<file path="src/rtl/cpu_seq_pkg.sv">
// cpu_seq_pkg: sequencer states and major-opcode constants shared with the control decoder.
package cpu_seq_pkg;
  typedef enum logic [2:0] {
    S_FETCH = 3'd0,
    S_EXEC1 = 3'd1,
    S_EXEC2 = 3'd2,
    S_EXEC3 = 3'd3,
    S_MWAIT = 3'd4,
    S_HALT  = 3'd5
  } state_e;
  localparam logic [3:0] OP_LDA  = 4'b0000;
  localparam logic [3:0] OP_STA  = 4'b0001;
  localparam logic [3:0] OP_ADD  = 4'b0010;
  localparam logic [3:0] OP_SUB  = 4'b0011;
  localparam logic [3:0] OP_MUL  = 4'b0100;
  localparam logic [3:0] OP_AND  = 4'b0101;
  localparam logic [3:0] OP_OR   = 4'b0110;
  localparam logic [3:0] OP_XOR  = 4'b0111;
  localparam logic [3:0] OP_JMP  = 4'b1000;
  localparam logic [3:0] OP_LDN  = 4'b1001;
  localparam logic [3:0] OP_SSS  = 4'b1010;
  localparam logic [3:0] OP_JZ   = 4'b1011;
  localparam logic [3:0] OP_JN   = 4'b1100;
  localparam logic [3:0] OP_CALL = 4'b1101;
  localparam logic [3:0] OP_NOT  = 4'b1110;
  localparam logic [3:0] OP_RET  = 4'b1111;
  localparam logic [3:0] SUB_STP = 4'b0000;
endpackage

</file>
<file path="src/rtl/cpu_seq_waitctr.sv">
// cpu_seq_waitctr: loadable 4-bit down-counter with zero flag, timing multiplier wait cycles.
module cpu_seq_waitctr (
  input  logic       clk,
  input  logic       rst_n,
  input  logic       load,
  input  logic       dec,
  input  logic [3:0] din,
  output logic       zero
);
  logic [3:0] cnt;
  assign zero = cnt == 4'd0;
  always_ff @(posedge clk or negedge rst_n)
    if (!rst_n) cnt <= 4'd0;
    else if (load) cnt <= din;
    else if (dec && !zero) cnt <= cnt - 4'd1;
endmodule

</file>
<file path="src/rtl/cpu_phase_sequencer.sv">
// cpu_phase_sequencer: FETCH/EXEC1-3 phase sequencer with multiplier wait, STP halt and retire count.
// Define CPU_SEQ_RESUME_EN to add a resume input that leaves HALT without reset.
module cpu_phase_sequencer
  import cpu_seq_pkg::*;
#(
  parameter int MUL_WAIT = 2,
  parameter int CNT_W    = 16
) (
  input  logic             CLK,
  input  logic             nRESET,
  input  logic [7:0]       IR_opcode,
  input  logic             mem_ready,
`ifdef CPU_SEQ_RESUME_EN
  input  logic             resume,
`endif
  output logic             IR_load,
  output logic             FETCH,
  output logic             EXEC1,
  output logic             EXEC2,
  output logic             EXEC3,
  output logic [3:0]       IR_oldopcode,
  output logic             MUL_busy,
  output logic             HALT,
  output logic [CNT_W-1:0] instr_count
);
  localparam logic [3:0] MW_LOAD = MUL_WAIT > 0 ? 4'(MUL_WAIT - 1) : 4'd0;
  logic [2:0] state, nxt;
  logic [3:0] major;
  logic       wz, go;
  assign major = IR_opcode[7:4];
`ifdef CPU_SEQ_RESUME_EN
  assign go = resume;
`else
  assign go = 1'b0;
`endif
  always_comb begin
    nxt = S_FETCH;
    case (state)
      S_FETCH: nxt = mem_ready ? S_EXEC1 : S_FETCH;
      S_EXEC1: nxt = (major == OP_LDN || major == OP_RET) ? S_EXEC2 :
                     (major == OP_MUL && MUL_WAIT > 0) ? S_MWAIT :
                     (major == OP_SSS && IR_opcode[3:0] == SUB_STP) ? S_HALT : S_FETCH;
      S_EXEC2: nxt = IR_oldopcode == OP_LDN ? S_EXEC3 : S_FETCH;
      S_EXEC3: nxt = S_FETCH;
      S_MWAIT: nxt = wz ? S_FETCH : S_MWAIT;
      S_HALT:  nxt = go ? S_FETCH : S_HALT;
      default: nxt = S_FETCH;
    endcase
  end
  always_ff @(posedge CLK or negedge nRESET)
    if (!nRESET) begin
      state        <= S_FETCH;
      IR_oldopcode <= 4'd0;
      instr_count  <= '0;
    end else begin
      state <= nxt;
      if (state == S_EXEC1) begin
        IR_oldopcode <= major;
        instr_count  <= instr_count + CNT_W'(1);
      end
    end
  // Loaded with MUL_WAIT-1 so the zero test ends the dwell after exactly MUL_WAIT cycles.
  cpu_seq_waitctr u_waitctr (
    .clk  (CLK),
    .rst_n(nRESET),
    .load (state == S_EXEC1 && nxt == S_MWAIT),
    .dec  (state == S_MWAIT),
    .din  (MW_LOAD),
    .zero (wz)
  );
  assign FETCH    = state == S_FETCH;
  assign IR_load  = FETCH & mem_ready;
  assign EXEC1    = state == S_EXEC1;
  assign EXEC2    = state == S_EXEC2;
  assign EXEC3    = state == S_EXEC3;
  assign MUL_busy = state == S_MWAIT;
  assign HALT     = state == S_HALT;
endmodule

</file>
<file path="config.mk">
export PLATFORM = sky130hd
export DESIGN_NAME = cpu_phase_sequencer
export DESIGN_NICKNAME = d
export VERILOG_FILES = /design/src/rtl/cpu_seq_pkg.sv /design/src/rtl/cpu_seq_waitctr.sv /design/src/rtl/cpu_phase_sequencer.sv
export SDC_FILE = /design/constraint.sdc
export NUM_CORES = 1
export LEC_CHECK = 0
export ABC_CLOCK_PERIOD_IN_PS = 1650
export CORE_ASPECT_RATIO = 1.2
export CORE_MARGIN = 2
export CORE_UTILIZATION = 41
export DETAILED_ROUTE_END_ITERATION = 16
export HOLD_SLACK_MARGIN = 0.05
export PLACE_DENSITY_LB_ADDON = 0.15
export SLEW_MARGIN = 10
export SYNTH_ARGS = -nofsm -noshare
export SYNTH_HDL_FRONTEND = slang
export SYNTH_SLANG_ARGS = --single-unit
</file>
<file path="constraint.sdc">
create_clock -name CLK -period 1.65 [get_ports CLK]
set_input_delay 0.2475 -clock CLK [delete_from_list [all_inputs] [get_ports CLK]]
set_output_delay 0.2475 -clock CLK [all_outputs]
set_load 0.05 [all_outputs]
</file>
==> results_dict.tcl, run 1 <==
set metrics [dict create \
    avgSynthCellArea_sq_um 10.42 \
    numCtsBuffers 3 \
    htreeDepth 1 \
    vias_per_cell 5.051 \
    setup_tns_ns 0 \
    fp.dieW_um 54.83 \
    cts-hold-fix-buffers 0 \
    nFillCells 234 \
    grtUsageTotal_pct 18.77 \
    cts-root-buf "clkbuf_4" \
    leakage_nw 0.9173 \
    antenna_left 0 \
    hold_path.class "in -> async" \
    dp.cells 202 \
    worst_pin_slew_ns 0.3933 \
    p_per_area_mw_per_mm2 1695 \
    rsz0062_at_grt "true" \
    syn-cell-area_sq_mm 0.001271 \
    drt-total-wl_um 2950 \
    fin_skew_ns 0.01097 \
    overflow 0 \
    fmax_mhz 607.9 \
    critPathMaxFanout 6 \
    finalSetupViolations 0 \
    layout_commonest_cell "buf_4" \
    worst-setup-path-type "reg -> out" \
    clockBufferDepth 2 \
    cp_slowest_cell "dfrtp_2" \
    antenna_cells 0 \
    synth_top_area_cell "dfrtp_1" \
    min_period_over_period_pct 99.69 \
    worstPathArrival_ns 1.40 \
    cts_tree "built" \
    antenna_found_initial 0 \
    grt_max_degree 28 \
    port-buffer-count 37 \
    critPathLaunchType "flip-flop" \
    cp-end-kind "output port" \
    fin_area_sq_mm 0.001949 \
    crit_buf_inv 2 \
    grt_pass1_wl_um 4885 \
    status "finished, final reports clean" \
    synth_top_area_share_pct 53.15 \
    cp_slowest_stage_delay_ns 0.44 \
    layout-drive-gt1-share_pct 39.89 \
    most-common-layout-cells "buf_4, nand2_1, dfrtp_1, xnor2_1, clkdlybuf4s50_1" \
    synth.distinct_cells 32 \
    ys_seq_area_share_pct 53.15 \
    rows 22 \
    synth_area_leaders "dfrtp_1, xnor2_1, nand2_1" \
    hold_ws_ns 0.2661 \
    firstDrtPassIters 4 \
    die_h_um 65.00 \
    fin_nets 192 \
    final_max_slew_viol_count 0 \
    dieArea_sq_mm 0.003564 \
    syn_inst 122 \
    ios 38 \
    drc 0 \
    hold_viol 0 \
    clock_insertion_delay_worst_skew_ns 0.33 \
    yosysWarnings 0 \
    fin_crit_ns 1.645 \
    core_sq_mm 0.003000 \
    crit_family "flip-flops" \
    placed_cell_area_sq_mm 0.001809 \
    worstPathRequired_ns 1.40 \
    path_cells "buf_6 > nor3_4 > and2_4 > buf_12" \
    first_iter_violations 28 \
    vias 1081 \
    synth_seq_cells 27 \
    gp_congestion 0.7400 \
    maxCapViolCount 0 \
    clk_pin_slew_worst_paths_ns 0.16 \
    grt_pass1_vias 1101 \
    area_delta_synth_final_pct 53.35 \
    cts_sinks 27 \
    avgRoutedWirePerCell_um 13.79 \
    finalNonFillerCells 214 \
    ir_worst_vdd_uv 1423 \
    initial_core_util_pct 42.37 \
    synth_fp_nets 135 \
    p_total_mw 3.305 \
    slew_headroom_pct 73.56 \
    dp_hpwl_um 2216 \
]
[synth_stat cells]
master     number
a41oi_1         1
clkinv_1        1
a2bb2oi_1       1
nor3b_1         2
xor2_1          4
nand4bb_1       1
nor2b_1         1
nand4_1         4
ha_1            2
nand2_1        22
a21oi_1         1
o21ai_0         2
or3b_1          1
or2_2           1
nor3_1          2
and2_1          1
nor2_1          8
dfrtp_1        27
and3_1          3
inv_1           3
xnor2_1        12
a211oi_1        1
nand3_1         8
buf_6           1
nor4_4          1
o21a_1          1
and3b_1         2
nor4_1          2
nand3b_1        2
nor4b_1         1
o41ai_1         1
nand2b_1        2
[path summary, 6_finish.rpt]
kind / from / endpoint / slack, ns / cells after the start
hold reg to reg: instr_count[15] / instr_count[15] / 0.50 / 1
min in group CLK: instr_count[15] / instr_count[15] / 0.50 / 1
setup / recovery: state[1] / IR_load / 0.005 / 4
max in group asynchronous: nRESET / state[1] / 1.10 / 2
hold / removal: nRESET / u_waitctr.cnt[2] / 0.27 / 2
setup reg to reg: state[2] / u_waitctr.cnt[3] / 0.03 / 5
[worst reg2reg max path, stage by stage (launching register included)]
cell	delay (ns)
dfrtp_1	0.42
or3b_4	0.43
buf_6	0.15
nor4_1	0.29
buf_4	0.18
a21oi_1	0.04
[kinds of logic after synthesis]
family | after synthesis | share of synthesized area [%]
DFF | 27 | 53.15
adders and majority gates | 2 | 1.968
buffers and inverters | 5 | 2.067
AOI/OAI and AO/OA | 8 | 4.430
and+or+nand+nor | 64 | 27.36
xor gates and xnor gates | 16 | 11.02
[routing by layer]
layer	vias up	part of all wire [%]	global-route usage (%)
met5	-	0	0
met4	0	1.7	7.187
met3	6	2.4	2.765
met2	19	53	31.55
met1	522	43	23.39
li1	534	-	-
[sequential cells by signal, summed over array words and instances, names as in the netlist]
signal         cells
state              3
u_waitctr.cnt      4
IR_oldopcode       4
instr_count       16
[layout make-up]
cell class,instances,area [sq um],share of cell area [%]
clock buffer,3,22.52,1.155
clock inverter,1,7.507,0.3851
inverter,4,20.02,1.027
multi-input combinational,90,641.9,32.93
sequential,27,686.9,35.24
tap,36,45.04,2.311
timing repair buffer,53,525.5,26.96
[metrics by stage]
stage                     utilization (%)  setup WS, ns
after global placement              60.30        0.1198
after global routing                64.97      -0.06722
after floorplan                         -      -0.01622
final                               64.97      0.005053
after detailed placement            60.30       0.05448
after CTS                           62.93      -0.03202
[timing repair]
action	in CTS	in global routing
pin swaps	4	8
setup endpoints to repair	4	17
resized for setup	8	6
setup buffers	4	5
[where the power goes]
part	switching, mW	internal [mW]
registers	0.193	0.857
clock network	0.202	0.0927
logic	1.11	0.845
total	1.51	1.79
Note: power is estimated with default switching activity, not from simulation.
==> run 2: changes to the inputs <==
SETUP_SLACK_MARGIN = 0.15   (was unset)
==> results_dict.tcl, run 2 (synthesis results as in run 1) <==
set metrics [dict create \
    layout_setup_ws_ns -0.08444 \
    fin_crit_ns 1.734 \
    reg2reg_from "state[2]" \
    critPathMaxFanout 10 \
    first_iter_violations 15 \
    finalNonFillerCells 225 \
    dr.max_layer_used "met4" \
    rsz0062_at_grt "true" \
    firstDrtPassIters 4 \
    antenna_found_initial 0 \
    min_period_over_period_pct 105.1 \
    area_delta_synth_final_pct 66.63 \
    layout-drive-gt1-share_pct 48.15 \
    fin_skew_ns 0.01175 \
    largest_reg_flops 16 \
    vias_per_cell 5.031 \
    overflow 0 \
    status "complete, but fails checks" \
    hold_viol 0 \
    numCtsBuffers 3 \
    dp_hpwl_um 2108 \
    htreeDepth 1 \
    ios 38 \
    layout_commonest_cell "buf_4" \
    leakage_nw 1.007 \
    p_int_mw 1.983 \
    core_sq_mm 0.003000 \
    final_max_slew_viol_count 0 \
    hold_path.class "in -> async" \
    drt-total-wl_um 3134 \
    p_total_mw 3.580 \
    maxCapViolCount 0 \
    ir_worst_vdd_uv 1336 \
    cts_tree "built" \
    violations "negative setup slack" \
    clk_pin_slew_worst_paths_ns 0.15 \
    rows 22 \
    worst_pin_slew_ns 0.3472 \
    fin_nets 203 \
    clockPowerShare_pct 7.9 \
    port-buffer-count 37 \
    regMostFlops "instr_count" \
    cts_sinks 27 \
    p_sw_mw 1.597 \
    switching_share_pct 44.61 \
    fmax_mhz 576.6 \
    worstPathRequired_ns 1.90 \
    slew_headroom_pct 76.85 \
    fp.dieW_um 54.83 \
    vias 1132 \
    top_regs "instr_count (16), IR_oldopcode (4), u_waitctr.cnt (4)" \
    power_frac_seq_pct 29.5 \
    cp-end-kind "flip-flop" \
    met2WireLength_um 1736 \
    worst-setup-path-type "reg -> reg" \
    startpoint "state[2]" \
    p_per_area_mw_per_mm2 1690 \
    drc 0 \
    grt_pass1_vias 1059 \
    grtUsageTotal_pct 17.29 \
    critPathLaunchType "flip-flop" \
    nFillCells 206 \
    die_h_um 65.00 \
    dieArea_sq_mm 0.003564 \
    worstPathArrival_ns 1.98 \
    dp.cells 203 \
    gp_congestion 0.7243 \
    initial_core_util_pct 42.37 \
    grt_max_degree 28 \
    grt_pass1_wl_um 4595 \
    clock_insertion_delay_worst_skew_ns 0.32 \
    antenna_cells 0 \
    antenna_left 0 \
    pwr-share-comb_pct 62.6 \
    met1Wirelength_um 1295 \
    clockBufferDepth 2 \
    dr_wl_met3_um 90 \
    cts-root-buf "clkbuf_4" \
    avgRoutedWirePerCell_um 13.93 \
    most-common-layout-cells "buf_4, nand2_1, dfrtp_1, xnor2_1, dfrtp_2" \
    finalSetupViolations 6 \
]
run 2: cell types whose count changed in the layout (fill, tap and decap cells not counted), sizes merged:
cell / previous run / this run
buf: 43 / 54
clkinv: 1 / 2
clkinvlp: 1 / 0
run 2: per-stage QoR:
stage                     area, sq um  setup TNS, ns  hold WS (ns)  util, %  setup slack, ns
final                            2118        -0.2053        0.2748    70.60         -0.08444
after floorplan                  1353              0      -0.04809        -         0.005984
after global routing             2118        -0.6474        0.2922    70.60          -0.1070
after detailed placement         1844              0        0.4811    61.47          0.04624
after CTS                        1998        -0.1371        0.2822    66.60         -0.05349
after global placement           1844              0        0.4649    61.47          0.04591
run 2: final timing paths:
kind / end / slack [ns] / cells after the start
max: instr_count[7] / -0.08 / 5
min: instr_count[14] / 0.27 / 2
max reg2reg: instr_count[7] / -0.08 / 5
min reg2reg: instr_count[6] / 0.50 / 1
max in group asynchronous: state[1] / 1.09 / 2
min in group CLK: instr_count[6] / 0.50 / 1
run 2: cell type report:
cell class	instances	area, sq um	share of cell area (%)
multi-input combinational	90	705.7	33.31
inverter	4	20.02	0.9451
sequential	27	689.4	32.55
clock inverter	1	5.005	0.2363
clock buffer	3	22.52	1.063
timing repair buffer	64	630.6	29.77
tap	36	45.04	2.126
run 2: power groups by stage:
stage	sequential, mW	clock, mW	combinational (mW)
6_report	1.06	0.283	2.24
5_1_grt	1.08	0.323	2.36
4_1_cts	1.03	0.294	2.04
3_5_place_dp	1.05	0	1.82
3_3_place_gp	1.04	0	1.80
2_1_floorplan	1.44	0	0.744
run 2: metal layers:
| layer | GRT usage [%] | vias up |
|---|---|---|
| li1 | - | 553 |
| met1 | 22.52 | 557 |
| met2 | 29.76 | 20 |
| met3 | 2.074 | 2 |
| met4 | 3.750 | 0 |
| met5 | 0 | - |
run 2: repair_timing:
action | CTS | global route
endpoints found under the setup margin | 22 | 24
setup buffers | 10 | 8
pin swaps | 5 | 8
resized for setup | 9 | 14
hold buffers | 0 | 0
endpoints found under the hold margin | 0 | 0
run 2: worst max-delay path, cell delays in order, from the launching register on:
cell and delay [ns]:
dfrtp_2 0.46, or3b_4 0.41, buf_4 0.20, or2_4 0.29
nor2_2 0.13, xor2_1 0.18
